===== src/rtl/systolic_pkg.sv =====
// Shared types and constants for the systolic convolution stream front end:
// element widths, operand/result counts, bus widths and the frame FSM states.
package systolic_pkg;

  localparam int DATA_W = 8;
  localparam int N_ACT  = 16;
  localparam int N_FLT  = 9;
  localparam int N_RES  = 4;

  localparam int ACT_W  = DATA_W * N_ACT;
  localparam int FLT_W  = DATA_W * N_FLT;
  localparam int RES_W  = DATA_W * N_RES;
  localparam int IDX_W  = $clog2(N_RES);

  // Element indices of the last activation byte and of the last filter byte.
  localparam int LAST_ACT_IDX = N_ACT - 1;
  localparam int LAST_FLT_IDX = N_ACT + N_FLT - 1;

  typedef enum logic [1:0] {
    LOAD = 2'd0,
    RUN  = 2'd1,
    SEND = 2'd2
  } state_e;

endpackage


===== src/rtl/systolic_result_serializer.sv =====
// Holds the captured engine results and streams them out o00, o01, o10, o11
// with a valid/ready handshake; done pulses on the final handshake.
module systolic_result_serializer
  import systolic_pkg::*;
(
  input  logic              clk,
  input  logic              rst,
  input  logic              capture,
  input  logic [RES_W-1:0]  res_in,
  output logic              m_valid,
  input  logic              m_ready,
  output logic [DATA_W-1:0] m_data,
  output logic              m_last,
  output logic              done
);

  logic [RES_W-1:0] res_q, res_d;
  logic [IDX_W-1:0] idx_q, idx_d;
  logic             m_valid_q, m_valid_d;
  logic             last_byte;

  assign last_byte = (idx_q == IDX_W'(N_RES - 1));

  always_comb begin
    // NOTE: every signal gets a default first so no path leaves it unassigned (no latches).
    res_d     = res_q;
    idx_d     = idx_q;
    m_valid_d = m_valid_q;
    done      = 1'b0;
    if (capture) begin
      res_d     = res_in;
      idx_d     = '0;
      m_valid_d = 1'b1;
    end else if (m_valid_q && m_ready) begin
      if (last_byte) begin
        idx_d     = '0;
        m_valid_d = 1'b0;
        done      = 1'b1;
      end else begin
        idx_d = idx_q + IDX_W'(1);
      end
    end
  end

  always_ff @(posedge clk) begin
    if (!rst) begin
      res_q     <= '0;
      idx_q     <= '0;
      m_valid_q <= 1'b0;
    end else begin
      res_q     <= res_d;
      idx_q     <= idx_d;
      m_valid_q <= m_valid_d;
    end
  end

  always_comb begin
    m_data = res_q[RES_W-1 -: DATA_W];
    case (idx_q)
      2'd1:    m_data = res_q[RES_W-1-DATA_W   -: DATA_W];
      2'd2:    m_data = res_q[RES_W-1-2*DATA_W -: DATA_W];
      2'd3:    m_data = res_q[RES_W-1-3*DATA_W -: DATA_W];
      default: m_data = res_q[RES_W-1 -: DATA_W];
    endcase
  end

  assign m_valid = m_valid_q;
  assign m_last  = m_valid_q && last_byte;

endmodule


===== src/rtl/systolic_stream_frontend.sv =====
// Byte-stream front end for the systolic convolution engines: LOAD operands,
// RUN the engine for LATENCY cycles, SEND four result bytes.
// Define FRONTEND_FILTER_REUSE_EN to keep the filter and load only 16 bytes after the first frame.
module systolic_stream_frontend
  import systolic_pkg::*;
#(
  parameter int DATA_W  = 8,
  parameter int LATENCY = 12
) (
  input  logic              clk,
  input  logic              rst,
  input  logic              s_valid,
  output logic              s_ready,
  input  logic [DATA_W-1:0] s_data,
  output logic              m_valid,
  input  logic              m_ready,
  output logic [DATA_W-1:0] m_data,
  output logic              m_last,
  output logic              eng_rst,
  output logic [ACT_W-1:0]  act_bus,
  output logic [FLT_W-1:0]  flt_bus,
  input  logic [RES_W-1:0]  res_bus
);

  if (DATA_W != systolic_pkg::DATA_W) begin : g_bad_data_w
    $error("systolic_stream_frontend: only DATA_W = 8 is supported");
  end
  if (LATENCY < 1) begin : g_bad_latency
    $error("systolic_stream_frontend: LATENCY must be >= 1");
  end

  localparam int CNT_W = ($clog2(LATENCY) > 5) ? $clog2(LATENCY) : 5;

  state_e           state_q, state_d;
  logic [CNT_W-1:0] cnt_q, cnt_d;
  logic [ACT_W-1:0] act_q, act_d;
  logic [FLT_W-1:0] flt_q, flt_d;
  logic             s_ready_q, s_ready_d;
  logic             accept;
  logic             capture;
  logic             ser_done;
  logic [CNT_W-1:0] last_idx;

`ifdef FRONTEND_FILTER_REUSE_EN
  logic flt_hold_q, flt_hold_d;

  always_comb begin
    flt_hold_d = flt_hold_q;
    if (state_q == LOAD && accept && cnt_q == CNT_W'(LAST_FLT_IDX)) begin
      flt_hold_d = 1'b1;
    end
  end

  always_ff @(posedge clk) begin
    if (!rst) flt_hold_q <= 1'b0;
    else      flt_hold_q <= flt_hold_d;
  end

  assign last_idx = flt_hold_q ? CNT_W'(LAST_ACT_IDX) : CNT_W'(LAST_FLT_IDX);
`else
  assign last_idx = CNT_W'(LAST_FLT_IDX);
`endif

  assign accept = s_valid && s_ready_q;

  always_comb begin
    state_d = state_q;
    cnt_d   = cnt_q;
    act_d   = act_q;
    flt_d   = flt_q;
    capture = 1'b0;
    case (state_q)
      LOAD: begin
        if (accept) begin
          for (int i = 0; i < N_ACT; i++) begin
            if (cnt_q == CNT_W'(i)) act_d[ACT_W-1-DATA_W*i -: DATA_W] = s_data;
          end
          for (int j = 0; j < N_FLT; j++) begin
            if (cnt_q == CNT_W'(N_ACT + j)) flt_d[FLT_W-1-DATA_W*j -: DATA_W] = s_data;
          end
          if (cnt_q == last_idx) begin
            cnt_d   = '0;
            state_d = RUN;
          end else begin
            cnt_d = cnt_q + CNT_W'(1);
          end
        end
      end
      RUN: begin
        // cnt holds (RUN cycle number - 1); the final RUN cycle captures the results.
        if (cnt_q == CNT_W'(LATENCY - 1)) begin
          cnt_d   = '0;
          capture = 1'b1;
          state_d = SEND;
        end else begin
          cnt_d = cnt_q + CNT_W'(1);
        end
      end
      SEND: begin
        if (ser_done) state_d = LOAD;
      end
      default: state_d = LOAD;
    endcase
    s_ready_d = (state_d == LOAD);
  end

  // NOTE: the operand buses are registers that the engine reads directly, so they are
  // cleared on reset rather than left holding a partial frame.
  always_ff @(posedge clk) begin
    if (!rst) begin
      state_q   <= LOAD;
      cnt_q     <= '0;
      act_q     <= '0;
      flt_q     <= '0;
      s_ready_q <= 1'b0;
    end else begin
      // NOTE: non-blocking assignments so every flop samples pre-edge values.
      state_q   <= state_d;
      cnt_q     <= cnt_d;
      act_q     <= act_d;
      flt_q     <= flt_d;
      s_ready_q <= s_ready_d;
    end
  end

  systolic_result_serializer u_serializer (
    .clk     (clk),
    .rst     (rst),
    .capture (capture),
    .res_in  (res_bus),
    .m_valid (m_valid),
    .m_ready (m_ready),
    .m_data  (m_data),
    .m_last  (m_last),
    .done    (ser_done)
  );

  assign s_ready = s_ready_q;
  assign eng_rst = (state_q != RUN);
  assign act_bus = act_q;
  assign flt_bus = flt_q;

endmodule


===== config.mk =====
export PLATFORM = sky130hd
export DESIGN_NAME = systolic_stream_frontend
export DESIGN_NICKNAME = d
export VERILOG_FILES = /design/src/rtl/systolic_pkg.sv /design/src/rtl/systolic_result_serializer.sv /design/src/rtl/systolic_stream_frontend.sv
export SDC_FILE = /design/constraint.sdc
export NUM_CORES = 1
export LEC_CHECK = 0
export ABC_AREA = 1
export CELL_PAD_IN_SITES_DETAIL_PLACEMENT = 1
export CELL_PAD_IN_SITES_GLOBAL_PLACEMENT = 2
export CORE_ASPECT_RATIO = 0.7
export CORE_MARGIN = 5
export CORE_UTILIZATION = 28
export DETAILED_ROUTE_END_ITERATION = 8
export GPL_TIMING_DRIVEN = 0
export PLACE_DENSITY_LB_ADDON = 0.15
export SLEW_MARGIN = 20
export SYNTH_ARGS = -nofsm -noshare
export SYNTH_HDL_FRONTEND = slang
export SYNTH_HIERARCHICAL = 1
export SYNTH_SLANG_ARGS = --single-unit

===== constraint.sdc =====
create_clock -name clk -period 3.2 [get_ports clk]
set_input_delay 0.8 -clock clk [delete_from_list [all_inputs] [get_ports clk]]
set_output_delay 0.8 -clock clk [all_outputs]
set_load 0.005 [all_outputs]

==> flow_summary_export.csv, run 1 <==
group,metric,value,unit
power,power_frac_seq,46.7,%
power,vdd_drop_max,317.3,µV
yosys,synth_common_cells,"513 x nor2_1, 276 x nand2_1, 243 x dfxtp_1",
finish,fin_cells,2237,
sta,finalCritPeriodShare,95.26,%
clocking,postCtsSetupBuffers,0,
yosys,synth_area_leader_cell,"dfxtp_1",
routing,wl_per_cell,18.11,µm
routing,firstDrtPassIters,4,
setup_path,reg2reg_depth,12,
die,num_rows,58,
sta,rsz0062_at_grt,"no",
finish,drive_above_1_share,7.740,%
grt,grt_max_degree,14,
yosys,synth.distinct_cells,24,
routing,ant_nets,0,
sta,finalHoldViolations,0,
power,switching_power,1.594,mW
setup_path,worstSetupEndpointType,"output pin",
min_path,hold_depth,2,
setup_path,arrival,2.25,ns
yosys,yosysTopAreaCellShare,48.17,%
power,combPwrFrac,6.3,%
sta,layout_setup_ws,0.1516,ns
routing,routed_wl,40.51,mm
setup_path,rr_endpoint,"s_ready",
grt,antenna_found_initial,0,
sta,setup_viol,0,
place,finalWeightedCongestion,0.7992,
power,switching_share,24.40,%
yosys,synth_cells,1455,
yosys,synth.avg_cell_area,6.941,µm²
sta,fmax,328.0,MHz
clocking,clockRootBuffer,"clkbuf_16",
yosys,synthArstFlopShare,0,%
clocking,clock_sinks,243,
min_path,hp-class,"register to register",
yosys,synth_warnings,6,
grt,first_global_vias,10222,
sta,post-route-min-period,3.048,ns
place,post-place-ws,-0.07719,ns
clocking,cts_tree,"done",
finish,regArea,4866,µm²
finish,nFillCells,4428,
clocking,htreeDepth,1,
finish,area_growth_syn_to_layout,39.70,%
die,start_util,28.23,%
run_status,outcome,"completed",
sta,slew_violations,0,
min_path,hold-path-endpoint,"flt_bus[34]",
die,ios,256,
die,die_h,168.9,µm
place,port_buffers,255,
sta,fin_worst_skew,0.01913,ns
place,dp.cells,2190,
setup_path,slowest_stage,"clkdlybuf4s50_1",
yosys,syn_nets,1508,
die,dieArea,40020,µm²
setup_path,worst-path-buf-inv,3,
setup_path,rrSetupSlack,0.94,ns
finish,nNetsFinal,1792,
yosys,synth-seq-cells,243,
power,power_density,463.0,nW/µm²
setup_path,crit_path_start_kind,"register",
power,p_int,4.938,mW
yosys,synthFlopType,"dfxtp_1",
setup_path,cpLargestDelayFamily,"buffers and inverters",
die,fp.coreArea,35780,µm²
yosys,synth_edf_count,0,
place,hpwlAfterDp,30.63,mm
yosys,syn_area,10100,µm²
setup_path,r2r_start,"cnt_q[0]",
routing,vias_per_cell,4.544,
grt,grt_overflow,0,
yosys,synthTopCellsByArea,"dfxtp_1 48%, nor2_1 19%, nand2_1 10%",
grt,grt_usage,19.56,%
run,drv_cap,0,
setup_path,cp_slowest_stage_delay,0.52,ns
sta,hold_ws,0.4759,ns
power,leakage,5.681,nW
routing,vias,10165,
routing,drt_iter0_drc,499,
setup_path,crit_chain,"inv_1 -> ha_1 -> buf_2 -> nand2_1 -> nand2_1 -> nor2_1 -> nor2_1 -> clkdlybuf4s50_1",
die,die_w,237.0,µm
routing,drc,0,
yosys,synth_most_common_cell,"nor2_1",
grt,grt_pass1_wl,61.78,mm
setup_path,critPathKind,"register to output pin",
sta,timing.slew.headroom,40.44,%
sta,tightest_slew,0.8933,ns
clocking,clk_pin_slew,0.06,ns
clocking,insertion_delay,0.55,ns
clocking,hold_buffers,0,
finish,antenna_cells,0,
min_path,worst_hold_startpoint,"flt_bus[34]",
setup_path,cp.required,2.40,ns
power,pwr-share-clk,47.0,%
clocking,numCtsBuffers,27,
sta,tns,0,ns
clocking,clk_path_buf_depth,3,
yosys,seq_area_frac_synth,48.17,%
setup_path,crit_fanout,8,
finish,multi_input_area,4603,µm²
repair_timing:
action	in CTS	in global routing
setup endpoints to repair	8	8
cloned	0	0
resized for setup	1	1
layout make-up:
class,instances,share of cell area (%)
Sequential cell,243,34.49
Multi-Input combinational cell,1066,32.63
Timing Repair Buffer,255,18.09
Clock buffer,38,5.508
Tap cell,480,4.257
Buffer,82,2.767
Inverter,64,1.703
Clock inverter,9,0.5499
worst min-delay path, cell delays in order, from the launching register on:
cell and delay [ns]:
dfxtp_1 0.32, nor2_1 0.04, nor2_1 0.08
flip-flops by register name (all words and copies together), names as in the netlist:
register	count
act_bus	128
cnt_q	5
flt_bus	72
s_ready	1
state_q	2
u_serializer/idx_q	2
u_serializer/m_valid	1
u_serializer/res_q	32
metrics by stage:
stage	utilization, %	power, mW	cell area, µm²
finish	39.43	6.532	14110
global route	39.43	6.801	14110
CTS	39.43	6.656	14110
detailed placement	37.04	3.529	13250
global placement	37.04	3.526	13250
floorplan	-	3.314	10100
layout by cell type, fill, tap and decap left out:
master / instances
nor2_2: 10
clkinv_4: 1
nor2_8: 1
clkbuf_8: 6
ha_1: 9
clkbuf_4: 3
buf_1: 1
clkinv_1: 1
nor2_4: 19
buf_2: 33
dfxtp_2: 1
nand4_1: 16
buf_4: 3
inv_6: 1
nand3_2: 2
a21oi_1: 4
nand2_4: 1
inv_2: 12
buf_6: 2
o21ai_0: 50
clkbuf_2: 3
dfxtp_1: 242
clkbuf_16: 27
clkbuf_1: 42
nand2_1: 276
clkinv_2: 6
bufinv_16: 1
nand3_1: 161
clkdlybuf4s50_1: 255
inv_1: 51
nand2_2: 4
nor2_1: 513
worst max-delay path by stage:
stage                                      from           to  slack (ns)  cells after the start
after detailed placement                    rst  act_bus[31]       -0.08                      5
after floorplan           u_serializer/idx_q[0]    m_data[1]        1.29                      7
after CTS                 u_serializer/idx_q[0]    m_data[4]        0.03                      7
final                     u_serializer/idx_q[0]    m_data[4]        0.15                      8
after global placement                      rst  act_bus[31]       -0.09                      5
after global routing      u_serializer/idx_q[1]    m_data[7]       0.007                      7
per-layer routing:
layer | vias up | GRT usage [%] | part of all wire, %
met5 | - | 0 | 0
met4 | 0 | 3.261 | 1.6
met3 | 39 | 3.876 | 4.9
met2 | 194 | 30.33 | 43
met1 | 4832 | 28.68 | 50
li1 | 5100 | - | -
cell families after synthesis:
family          count (synthesis)  share of synthesized area [%]
fa+ha+maj                       9                          1.115
flops                         243                          48.17
compound gates                 54                          2.676
buf+inv                       146                          6.244
simple gates                 1003                          41.79
power by group through the flow:
stage	sequential [mW]	clock [mW]	combinational (mW)
5_1_grt	3.05	3.30	0.448
3_3_place_gp	3.12	0	0.408
4_1_cts	3.05	3.19	0.413
2_1_floorplan	3.12	0	0.199
3_5_place_dp	3.12	0	0.411
6_report	3.05	3.07	0.410
(Power assumes the default switching activity.)
==> run 2, diff against run 1 <==
Settings changed: HOLD_SLACK_MARGIN from default to 0.15, SLEW_MARGIN 20 to 10.
==> results of run 2 <==
Final layout, timing and power as in run 1 (identical DEF).
==> run 3, diff against run 2 <==
Settings changed: CAP_MARGIN from default to 25.
==> results of run 3 <==
Final layout, timing and power as in run 1 (identical DEF).
